## config.mk

```make
export PLATFORM = sky130hd
export DESIGN_NAME = int_div_seq_flat
export DESIGN_NICKNAME = d
export VERILOG_FILES = /design/src/rtl/int_div_seq_pkg.sv /design/src/rtl/int_div_seq_if.sv /design/src/rtl/int_div_seq_cla32.sv /design/src/rtl/int_div_seq.sv /design/src/flat_wrapper.sv
export SDC_FILE = /design/constraint.sdc
export NUM_CORES = 1
export LEC_CHECK = 0
export CAP_MARGIN = 25
export CORE_MARGIN = 1
export CORE_UTILIZATION = 55
export DETAILED_ROUTE_END_ITERATION = 6
export GPL_TIMING_DRIVEN = 0
export PLACE_DENSITY = 0.77
export SLEW_MARGIN = 10
export SYNTH_ARGS = -nofsm -noshare
export SYNTH_HDL_FRONTEND = slang
export SYNTH_SLANG_ARGS = --single-unit
```

## constraint.sdc

```tcl
create_clock -name clk -period 10 [get_ports clk]
set_input_delay 2 -clock clk [delete_from_list [all_inputs] [get_ports clk]]
set_output_delay 2 -clock clk [all_outputs]
set_load 0.02 [all_outputs]
```

## src/rtl/int_div_seq_pkg.sv

```systemverilog
// Shared encodings and constants for the iterative RISC-V M-extension divider.
// Imported by the divider interface, the top level and the testbench.
package int_div_seq_pkg;

  localparam logic [1:0] OP_DIV  = 2'b00;
  localparam logic [1:0] OP_DIVU = 2'b01;
  localparam logic [1:0] OP_REM  = 2'b10;
  localparam logic [1:0] OP_REMU = 2'b11;

  localparam logic [1:0] ST_IDLE = 2'd0;
  localparam logic [1:0] ST_DIV  = 2'd1;
  localparam logic [1:0] ST_FIX  = 2'd2;

  localparam int          ITER    = 32;
  localparam logic [31:0] INT_MIN = 32'h8000_0000;

  typedef struct packed {
    logic div0;
    logic ovf;
    logic neg_q;
    logic neg_r;
  } div_flags_t;

  // DIV and REM are the signed encodings (op[0] clear)
  function automatic logic op_signed(input logic [1:0] op);
    return ~op[0];
  endfunction

endpackage

```

## src/rtl/int_div_seq_if.sv

```systemverilog
// Request/response bundle between the EX stage (master) and the divider (slave).
interface int_div_seq_if #(parameter int TAG_W = 5);
  import int_div_seq_pkg::*;

  logic             start;
  logic             flush;
  logic [1:0]       op;
  logic [31:0]      a;
  logic [31:0]      b;
  logic [TAG_W-1:0] tag_in;
  logic             busy;
  logic             ready;
  logic [31:0]      result;
  logic [TAG_W-1:0] tag_out;

  modport master (
    output start, flush, op, a, b, tag_in,
    input  busy, ready, result, tag_out
  );

  modport slave (
    input  start, flush, op, a, b, tag_in,
    output busy, ready, result, tag_out
  );

endinterface

```

## src/rtl/int_div_seq_cla32.sv

```systemverilog
// 32-bit carry-lookahead adder: 4-bit lookahead groups chained on group carries.
module cla32 (
  input  logic [31:0] a,
  input  logic [31:0] b,
  input  logic        ci,
  output logic [31:0] sum,
  output logic        co
);

  logic [31:0] g_s;
  logic [31:0] p_s;
  logic [31:0] c_s;
  logic        carry_s;

  assign g_s = a & b;
  assign p_s = a ^ b;

  // per-group lookahead of bit carries, group carry passed to the next group
  always_comb begin
    c_s     = 32'd0;
    carry_s = ci;
    for (int gi = 0; gi < 8; gi++) begin
      c_s[4*gi]   = carry_s;
      c_s[4*gi+1] = g_s[4*gi] | (p_s[4*gi] & carry_s);
      c_s[4*gi+2] = g_s[4*gi+1] | (p_s[4*gi+1] & g_s[4*gi])
                  | (p_s[4*gi+1] & p_s[4*gi] & carry_s);
      c_s[4*gi+3] = g_s[4*gi+2] | (p_s[4*gi+2] & g_s[4*gi+1])
                  | (p_s[4*gi+2] & p_s[4*gi+1] & g_s[4*gi])
                  | (p_s[4*gi+2] & p_s[4*gi+1] & p_s[4*gi] & carry_s);
      carry_s     = g_s[4*gi+3] | (p_s[4*gi+3] & g_s[4*gi+2])
                  | (p_s[4*gi+3] & p_s[4*gi+2] & g_s[4*gi+1])
                  | (p_s[4*gi+3] & p_s[4*gi+2] & p_s[4*gi+1] & g_s[4*gi])
                  | ((&p_s[4*gi +: 4]) & carry_s);
    end
  end

  assign sum = p_s ^ c_s;
  assign co  = carry_s;

endmodule

```

## src/rtl/int_div_seq.sv

```systemverilog
// Iterative restoring divider for DIV/DIVU/REM/REMU: one trial subtraction per
// cycle on cla32, a sign fix-up cycle, fixed 34-cycle latency, flushable.
module int_div_seq
  import int_div_seq_pkg::*;
#(
  parameter int TAG_W = 5
) (
  input  logic         clk,
  input  logic         rst,
  int_div_seq_if.slave bus
);

  logic [1:0]       state_r;
  logic [4:0]       count_r;
  logic [1:0]       op_r;
  logic [TAG_W-1:0] tag_lat_r;
  logic [TAG_W-1:0] tag_out_r;
  logic [31:0]      a_raw_r;
  logic [31:0]      b_abs_r;
  logic [31:0]      quo_r;
  logic [31:0]      rem_r;
  logic [31:0]      result_r;
  div_flags_t       flags_r;
  logic             busy_r;
  logic             ready_r;

  logic [32:0]      shifted_s;
  logic [31:0]      add_a_s, add_b_s, sum_a_s;
  logic [31:0]      neg_in_s, sum_b_s;
  logic [31:0]      a_abs_s, b_abs_s;
  logic [31:0]      q_fix_s, r_fix_s, res_fix_s;
  logic             add_ci_s, co_a_s, co_unused_s;
  logic             no_borrow_s, signed_op_s, accept_s;
  div_flags_t       flags_s;

  // the partial remainder stays below |b|, so only the shifted value needs 33 bits
  assign shifted_s   = {rem_r, quo_r[31]};
  assign no_borrow_s = shifted_s[32] | co_a_s;

  // shared adder: -b at start, trial subtraction in DIV, -quotient in FIX
  always_comb begin
    case (state_r)
      ST_IDLE: begin
        add_a_s  = ~bus.b;
        add_b_s  = 32'd0;
        add_ci_s = 1'b1;
      end
      ST_DIV: begin
        add_a_s  = shifted_s[31:0];
        add_b_s  = ~b_abs_r;
        add_ci_s = 1'b1;
      end
      ST_FIX: begin
        add_a_s  = ~quo_r;
        add_b_s  = 32'd0;
        add_ci_s = 1'b1;
      end
      default: begin
        add_a_s  = 32'd0;
        add_b_s  = 32'd0;
        add_ci_s = 1'b0;
      end
    endcase
  end

  cla32 u_cla_main (
    .a   (add_a_s),
    .b   (add_b_s),
    .ci  (add_ci_s),
    .sum (sum_a_s),
    .co  (co_a_s)
  );

  assign neg_in_s = (state_r == ST_IDLE) ? bus.a : rem_r;

  cla32 u_cla_neg (
    .a   (~neg_in_s),
    .b   (32'd0),
    .ci  (1'b1),
    .sum (sum_b_s),
    .co  (co_unused_s)
  );

  // operand magnitudes and special-case flags captured at the start edge
  always_comb begin
    signed_op_s = op_signed(bus.op);
    if (signed_op_s && bus.a[31]) begin
      a_abs_s = sum_b_s;
    end else begin
      a_abs_s = bus.a;
    end
    if (signed_op_s && bus.b[31]) begin
      b_abs_s = sum_a_s;
    end else begin
      b_abs_s = bus.b;
    end
    flags_s.div0  = (bus.b == 32'd0);
    flags_s.ovf   = signed_op_s && (bus.a == INT_MIN) && (bus.b == 32'hFFFF_FFFF);
    flags_s.neg_q = signed_op_s && (bus.a[31] ^ bus.b[31]);
    flags_s.neg_r = signed_op_s && bus.a[31];
  end

  // sign restoration, then div-by-zero and overflow overrides
  always_comb begin
    q_fix_s = flags_r.neg_q ? sum_a_s : quo_r;
    r_fix_s = flags_r.neg_r ? sum_b_s : rem_r;
    if (flags_r.div0) begin
      q_fix_s = 32'hFFFF_FFFF;
      r_fix_s = a_raw_r;
    end else if (flags_r.ovf) begin
      q_fix_s = INT_MIN;
      r_fix_s = 32'd0;
    end else begin
      q_fix_s = q_fix_s;
      r_fix_s = r_fix_s;
    end
    res_fix_s = op_r[1] ? r_fix_s : q_fix_s;
  end

  // ready is high in the first IDLE cycle; a start seen then is dropped
  assign accept_s = (state_r == ST_IDLE) && bus.start && !bus.flush && !ready_r;

  // control FSM and datapath registers
  always_ff @(posedge clk or posedge rst) begin
    if (rst) begin
      state_r   <= ST_IDLE;
      count_r   <= 5'd0;
      op_r      <= 2'd0;
      tag_lat_r <= '0;
      tag_out_r <= '0;
      a_raw_r   <= 32'd0;
      b_abs_r   <= 32'd0;
      quo_r     <= 32'd0;
      rem_r     <= 32'd0;
      result_r  <= 32'd0;
      flags_r   <= '0;
      busy_r    <= 1'b0;
      ready_r   <= 1'b0;
    end else begin
      case (state_r)
        ST_IDLE: begin
          ready_r <= 1'b0;
          if (accept_s) begin
            op_r      <= bus.op;
            tag_lat_r <= bus.tag_in;
            a_raw_r   <= bus.a;
            b_abs_r   <= b_abs_s;
            quo_r     <= a_abs_s;
            rem_r     <= 32'd0;
            flags_r   <= flags_s;
            count_r   <= 5'd0;
            busy_r    <= 1'b1;
            state_r   <= ST_DIV;
          end
        end
        ST_DIV: begin
          ready_r <= 1'b0;
          if (bus.flush) begin
            busy_r  <= 1'b0;
            state_r <= ST_IDLE;
          end else begin
            quo_r   <= {quo_r[30:0], no_borrow_s};
            rem_r   <= no_borrow_s ? sum_a_s : shifted_s[31:0];
            count_r <= count_r + 5'd1;
            if (count_r == 5'(ITER - 1)) begin
              state_r <= ST_FIX;
            end
          end
        end
        ST_FIX: begin
          busy_r  <= 1'b0;
          state_r <= ST_IDLE;
          if (bus.flush) begin
            ready_r <= 1'b0;
          end else begin
            result_r  <= res_fix_s;
            tag_out_r <= tag_lat_r;
            ready_r   <= 1'b1;
          end
        end
        default: begin
          busy_r  <= 1'b0;
          ready_r <= 1'b0;
          state_r <= ST_IDLE;
        end
      endcase
    end
  end

  assign bus.busy    = busy_r;
  assign bus.ready   = ready_r;
  assign bus.result  = result_r;
  assign bus.tag_out = tag_out_r;

endmodule

```

## src/flat_wrapper.sv

```systemverilog
// flat-port wrapper written by rule: the top's interface ports become plain ports
module int_div_seq_flat import int_div_seq_pkg::*;
#(
  parameter int TAG_W = 5
)
  (clk, rst, bus_start, bus_flush, bus_op, bus_a, bus_b, bus_tag_in, bus_busy, bus_ready, bus_result, bus_tag_out);
  int_div_seq_if #(.TAG_W(TAG_W)) bus_i ();
  input  logic clk;
  input  logic rst;
  input wire logic [$bits(bus_i.start)-1:0] bus_start;
  input wire logic [$bits(bus_i.flush)-1:0] bus_flush;
  input wire logic [$bits(bus_i.op)-1:0] bus_op;
  input wire logic [$bits(bus_i.a)-1:0] bus_a;
  input wire logic [$bits(bus_i.b)-1:0] bus_b;
  input wire logic [$bits(bus_i.tag_in)-1:0] bus_tag_in;
  output wire logic [$bits(bus_i.busy)-1:0] bus_busy;
  output wire logic [$bits(bus_i.ready)-1:0] bus_ready;
  output wire logic [$bits(bus_i.result)-1:0] bus_result;
  output wire logic [$bits(bus_i.tag_out)-1:0] bus_tag_out;
  assign bus_i.start = bus_start;
  assign bus_i.flush = bus_flush;
  assign bus_i.op = bus_op;
  assign bus_i.a = bus_a;
  assign bus_i.b = bus_b;
  assign bus_i.tag_in = bus_tag_in;
  assign bus_busy = bus_i.busy;
  assign bus_ready = bus_i.ready;
  assign bus_result = bus_i.result;
  assign bus_tag_out = bus_i.tag_out;
  int_div_seq #(.TAG_W(TAG_W)) u_core (.clk(clk), .rst(rst), .bus(bus_i));
endmodule
```

## Word level (Yosys, flattened, before mapping)

Cells that the tools add are included.
W data, S select, Z words.

- Input bits: 75
- Output and inout port bits: 39
- Memories: 0
- Bits in writable memories: 0
- Latch bits: 0
- Memory bits (read-only): 0
- Register bits: 185
- Word-level logic and storage cells: 355

- Mux-type cells: 32
- $add $sub $neg: 1
- $lt $le $gt $ge: 0
- Divide/modulo/power cells: 0
- Bitwise operators: 263
- Multiply operators: 0
- Shifts and indexed selects: 0
- Eq/ne operators: 9
- Reductions and logical operators: 34

Operator list:

| kind | count |
|---|---|
| $mux W32 | 16 |
| $and A1 B1 Y1 | 171 |
| $not A32 Y32 | 4 |
| $pmux W32 S2 | 2 |
| $pmux W32 S3 | 1 |
| $xor A32 B32 Y32 | 3 |
| $or A1 B1 Y1 | 81 |
| $eq A32 B32 Y1 const B | 2 |
| $reduce_and A4 Y1 | 15 |
| $and A32 B32 Y32 | 1 |
| $logic_not A32 Y1 | 1 |
| $mux W5 | 2 |
| $pmux W5 S2 | 1 |
| $logic_and A1 B1 Y1 | 8 |
| $reduce_and A2 Y1 | 4 |
| $mux W2 | 3 |
| $add A5 B1 Y5 const B | 1 |
| $eq A5 B5 Y1 const B | 1 |
| $mux W1 | 5 |
| $ne A2 B2 Y1 const B | 2 |
| $pmux W2 S2 | 1 |
| $ne A3 B2 Y1 const B | 1 |
| $reduce_and A3 Y1 | 1 |
| $reduce_or A3 Y1 | 1 |
| other kinds (9) | 11 |

## Longest topological paths before layout

- Word-level depth: 27
- Mapped depth: 20
- Mapped depth without buffers: 17

## Modules after synthesis

From an unflattened synthesis, not the netlist that was laid out.

- Cells, all modules: 1461
- Area, all modules: 13815.8 sq um

By module, submodules not included:

| module | cells each | area an instance (sq um) | instances | sequential area each (sq um) |
|---|---|---|---|---|
| int_div_seq | 1132 | 11075.6 | 1 | 4604.4 |
| cla32 at u_core.u_cla_main | 170 | 1405.1 | 1 | 0.0 |
| cla32 at u_core.u_cla_neg | 159 | 1335.0 | 1 | 0.0 |

## Worst setup path before layout

Ideal clock, no wire load.

- Kind: input to register
- Start: input port bus_a[0]
- End: register u_core.result_r[29] (netlist: u_core.bus.result[29])
- Stages on the path: 15
- Setup time: 0.082 ns
- Buffers on the path: 0
- Arrival: 5.011 ns
- Slack: 4.907 ns
- Required time: 9.918 ns
- Cells stage by stage: mux2i_1 -> ha_1 -> or3b_1 -> o32a_1 -> nor4b_4 -> nand4_1 -> nor2_1 -> and3_1 -> ha_1 -> nand3_1 -> o21ai_0 -> a22oi_1 -> o22ai_1 -> nand2_1 -> a31oi_1

- Word-level cells in the longest chain between the ends: 15

RTL lines:

| item | RTL line | RTL |
|---|---|---|
| start: declaration | flat_wrapper.sv:13 | `input wire logic [$bits(bus_i.a)-1:0] bus_a;` |
| $mux W32 | int_div_seq.sv:74 | `assign neg_in_s = (state_r == ST_IDLE) ? bus.a : rem_r;` |
| $not A32 Y32 | int_div_seq.sv:77 | `.a (~neg_in_s),` |
| $reduce_and A4 Y1 | int_div_seq_cla32.sv:33 | `\| ((&p_s[4*gi +: 4]) & carry_s);` |
| $and A1 B1 Y1 (6 in series) | int_div_seq_cla32.sv:33 |  |
| $and A1 B1 Y1 | int_div_seq_cla32.sv:24 | `c_s[4*gi+1] = g_s[4*gi] \| (p_s[4*gi] & carry_s);` |
| $xor A32 B32 Y32 | int_div_seq_cla32.sv:37 | `assign sum = p_s ^ c_s;` |
| $mux W32 | int_div_seq.sv:106 | `r_fix_s = flags_r.neg_r ? sum_b_s : rem_r;` |
| $mux W32 | int_div_seq.sv:110 | `end else if (flags_r.ovf) begin` |
| $mux W32 | int_div_seq.sv:107 | `if (flags_r.div0) begin` |
| $mux W32 | int_div_seq.sv:117 | `res_fix_s = op_r[1] ? r_fix_s : q_fix_s;` |
| end signal: assignment | int_div_seq.sv:176 | `result_r <= res_fix_s;` |
| end: declaration | int_div_seq.sv:22 | `logic [31:0] result_r;` |

No other way between the ends.
A chain may end at the register's enable or synchronous reset.

## Final worst setup path

Ends and elaborated chain as after synthesis.

==> key figures <==
Placement
  • Placed cells: 2077
  • Placed Area: 14500 µm²
  • Place WS: 3410 ps
  • HPWL Detailed: 41100 µm
  • RD Place Congestion: 1.06
  • Input/output buffers: 111

Clock tree
  • CTS buffer count: 17
  • CTS tree: done
  • CTS Hold Bufs: 0
  • H-tree depth: 4
  • CTS sink cnt: 184
  • Clock tree buffer depth: 2
  • CTS clk-pin slew, worst paths: 70 ps
  • Clock Latency Late Sink: 460 ps
  • Root buf cell: clkbuf_16
  • Post-CTS setup buffer count: 0
  • # resized after CTS: 0

Synth
  • Mapped Area: 12900 µm²
  • Largest family of logic cells by synthesized area: simple AND/OR/NAND/NOR gates
  • Post-Synth XOR/XNOR Area: 3.52%
  • Top cell type by total area after synthesis: dfrtp_1
  • Post-synth top flop: dfrtp_1
  • Synth Register Bits: 184
  • Post-synthesis adder-cell area fraction: 5.30%
  • Syn Area/Cell: 7.83 µm²
  • Mapped Cells: 1652
  • Share of the yosys chip area belonging to registers: 35.6%
  • Post-synthesis simple-gate area fraction: 21.8%
  • Ys Warns: 0
  • Synth unique cells: 70
  • Compound-Gate Fraction of Synth Area: 20.8%
  • Synth top area cells: dfrtp_1 (36%), nand2_1 (9.9%), mux2i_1 (7.3%)
  • Post-synth EDFFs: 0
  • Mux contribution to synthesized area: 7.96%
  • Synth top area share: 35.6%
  • Fraction of registers with async set/reset: 100%
  • Post-synthesis net count: 1777

Worst setup path
  • Setup CP Type: primary input to flip-flop
  • Critical path peak fanout: 6
  • Worst endpoint required time: 10370 ps
  • Worst path bufs/invs: 1
  • Worst Setup Start Kind: primary input
  • CP endpoint kind: flip-flop
  • Crit path top cell by count: ha_1
  • CP cell instances: clkdlybuf4s50_1, mux2i_1, ha_1, or3b_1, o32a_1, nor4b_4, nand4_1, nor2_1, and3_1, ha_1, nand3_1, o21ai_0, a22oi_1, o22ai_1, nand2_1, a31oi_1
  • Largest delay share family, worst path: simple AND/OR/NAND/NOR gates
  • Arrival time at the worst endpoint: 6730 ps
  • Crit-path slowest cell: clkdlybuf4s50_1
  • Max incr delay on CP: 610 ps

Pwr
  • Peak VDD IR: 0.141 mV
  • LEAKAGE: 0.00659 µW
  • Pwr per Cell Area: 201 nW/µm²

Global routing
  • Pin count of the biggest net entering global routing: 109
  • Overflow after GRT: 0
  • Antenna violations before repair: 2
  • All-Layer GR Usage: 45.1%
  • Vias in the first global route: 13100
  • First-pass GRT wire length: 80100 µm

Floorplanning
  • Initial Util: 56.6%
  • Die width: 155 µm
  • Area of the die: 24100 µm²
  • # rows: 55
  • Die Y: 155 µm
  • Top-level I/O count: 114
  • Core footprint: 22800 µm²

Finish
  • Area Growth Syn to Fin: 16.6%
  • Nets: 1908
  • Share of layout cells above drive strength 1: 3.79%
  • Cell area after layout: 15100 µm²
  • Final Non-Filler Cells: 2114

Worst hold path
  • Hold WC Path Type: flip-flop to flip-flop

STA
  • Fin. Hold Viols: 0
  • Final Worst Setup Slack: 3640 ps
  • Max Freq: 157 MHz
  • RSZ-0062 raised after global routing: no
  • Worst slew margin: 19.4%
  • Post-layout min period: 6360 ps
  • Final setup vio count: 0
  • Fin crit share: 63.6%
  • Worst-margin pin slew: 1200 ps
  • Max-slew violations: 0
  • TNS Setup: 0 ps
  • Worst Clk Skew: 20.1 ps

Detailed routing
  • DRT antenna net count: 0
  • Detailed router's first-iteration violation count: 1841
  • # DRC: 2
  • DRT Wirelength: 53700 µm
  • Wirelength per Cell: 25.4 µm
  • Vias: 13900
  • Pre-antenna DRT Iters: 7
  • Vias per cell: 6.59

Run status
  • Status: complete, but fails checks
  • Failing checks: DRC

Job
  • Max-Cap Viols: 0
==> cells in the mapped netlist (4+ instances only) <==
master,number
nand2_1,343
dfrtp_1,184
nor2_1,166
o21ai_0,153
mux2i_1,95
clkbuf_1,94
a21oi_1,90
inv_1,45
ha_1,42
o22ai_1,40
a31oi_1,34
xnor2_1,34
nor3_1,22
a22oi_1,21
nand3_1,21
nor4_1,20
buf_1,19
nand2b_1,18
nand4_1,18
xor2_1,18
a21o_1,13
nor2b_1,11
o211ai_1,11
or2_2,10
a211oi_1,9
fa_1,8
mux2_2,7
o31ai_1,7
a32o_1,6
and2_1,6
o22a_1,6
a22o_1,5
a221o_1,4
a221oi_1,4
and3_1,4
buf_2,4
buf_4,4
o21a_1,4
o21ai_1,4
==> power breakdown <==
part	switching (µW)	internal (µW)	total (µW)
sequential	207	891	1100
combinational	777	443	1220
clock	362	361	722
==> layer usage <==
layer	GRT usage (%)	part of all wire (%)	vias up
met5	0	0	-
met4	19.7	4.2	0
met3	11.7	12	188
met2	69.1	44	1044
met1	60.2	40	6613
li1	-	-	6085
==> state kept, by name, summed over array words and instances, names as in the netlist <==
register,flops
u_core.op_r,1
u_core.bus.tag_out,5
u_core.bus.busy,1
u_core.b_abs_r,32
u_core.flags_r,4
u_core.a_raw_r,32
u_core.count_r,5
u_core.tag_lat_r,5
u_core.state_r,2
u_core.bus.ready,1
u_core.rem_r,32
u_core.quo_r,32
u_core.bus.result,32
==> cells in the final DEF, fill, tap and decap left out, types with 11 or more instances in the layout <==
cell | Yosys | final
mux2i_1 | 95 | 95
ha_1 | 42 | 42
o22ai_1 | 40 | 40
nor4_1 | 20 | 20
a22oi_1 | 21 | 21
nand2b_1 | 18 | 18
a21o_1 | 13 | 13
clkbuf_1 | 94 | 94
o211ai_1 | 11 | 11
a31oi_1 | 34 | 34
nand4_1 | 18 | 18
a21oi_1 | 90 | 90
xor2_1 | 18 | 18
o21ai_0 | 153 | 153
buf_1 | 19 | 19
nor3_1 | 22 | 22
xnor2_1 | 34 | 34
nand2_1 | 343 | 343
inv_1 | 45 | 44
clkbuf_16 | 0 | 17
dfrtp_1 | 184 | 184
nor2_1 | 166 | 166
nand3_1 | 21 | 21
clkdlybuf4s50_1 | 0 | 111
nor2b_1 | 11 | 11
==> per-stage QoR <==
stage | utilization (%) | hold slack (ps) | total power, µW
finish | 66.1 | 472 | 3040
detailed placement | 63.4 | 457 | 2250
global placement | 63.2 | 447 | 2210
floorplan | - | 439 | 1790
global route | 66.0 | 504 | 3140
CTS | 66.0 | 476 | 2960
==> cells by family after synthesis <==
logic type / count (synthesis)
XOR/XNOR: 52
flip-flops: 184
adder cells (fa/ha/maj): 50
multiplexers: 102
buffers and inverters: 168
AND/OR/NAND/NOR: 656
AO/OA/AOI/OAI: 440
==> final cells by class <==
cell class | instances | area, µm²
Multi-Input combinational cell | 1300 | 7690
Clock inverter | 15 | 178
Fill cell | 2026 | 7750
Timing Repair Buffer | 112 | 1140
Sequential cell | 184 | 4600
Inverter | 46 | 180
Buffer | 122 | 479
Clock buffer | 17 | 425
Tap cell | 313 | 392
Antenna cell | 5 | 12.5
==> path summary, 6_finish.rpt <==
path                                         end             startpoint  depth (start not counted)  slack, ps
max                        u_core.bus.result[29]               bus_a[0]                         16       3640
min reg2reg                u_core.bus.tag_out[1]  u_core.bus.tag_out[1]                          2        470
min in group asynchronous     u_core.a_raw_r[21]                    rst                          2       1990
max reg2reg                u_core.bus.result[29]      u_core.state_r[1]                         18       3870
max in group asynchronous     u_core.b_abs_r[10]                    rst                          3       7040
min                        u_core.bus.tag_out[1]  u_core.bus.tag_out[1]                          2        470
==> worst register-to-register path: cells and delay by family (launching register included) <==
| family | cells | cell delay (ps) |
|---|---|---|
| AOI/OAI and AO/OA | 8 | 1840 |
| xor gates and xnor gates | 1 | 360 |
| adders and majority gates | 2 | 870 |
| buffers and inverters | 4 | 1890 |
| DFF | 1 | 380 |
| muxes | 1 | 260 |
| and+or+nand+nor | 2 | 450 |
Note: power is estimated with default switching activity, not from simulation.
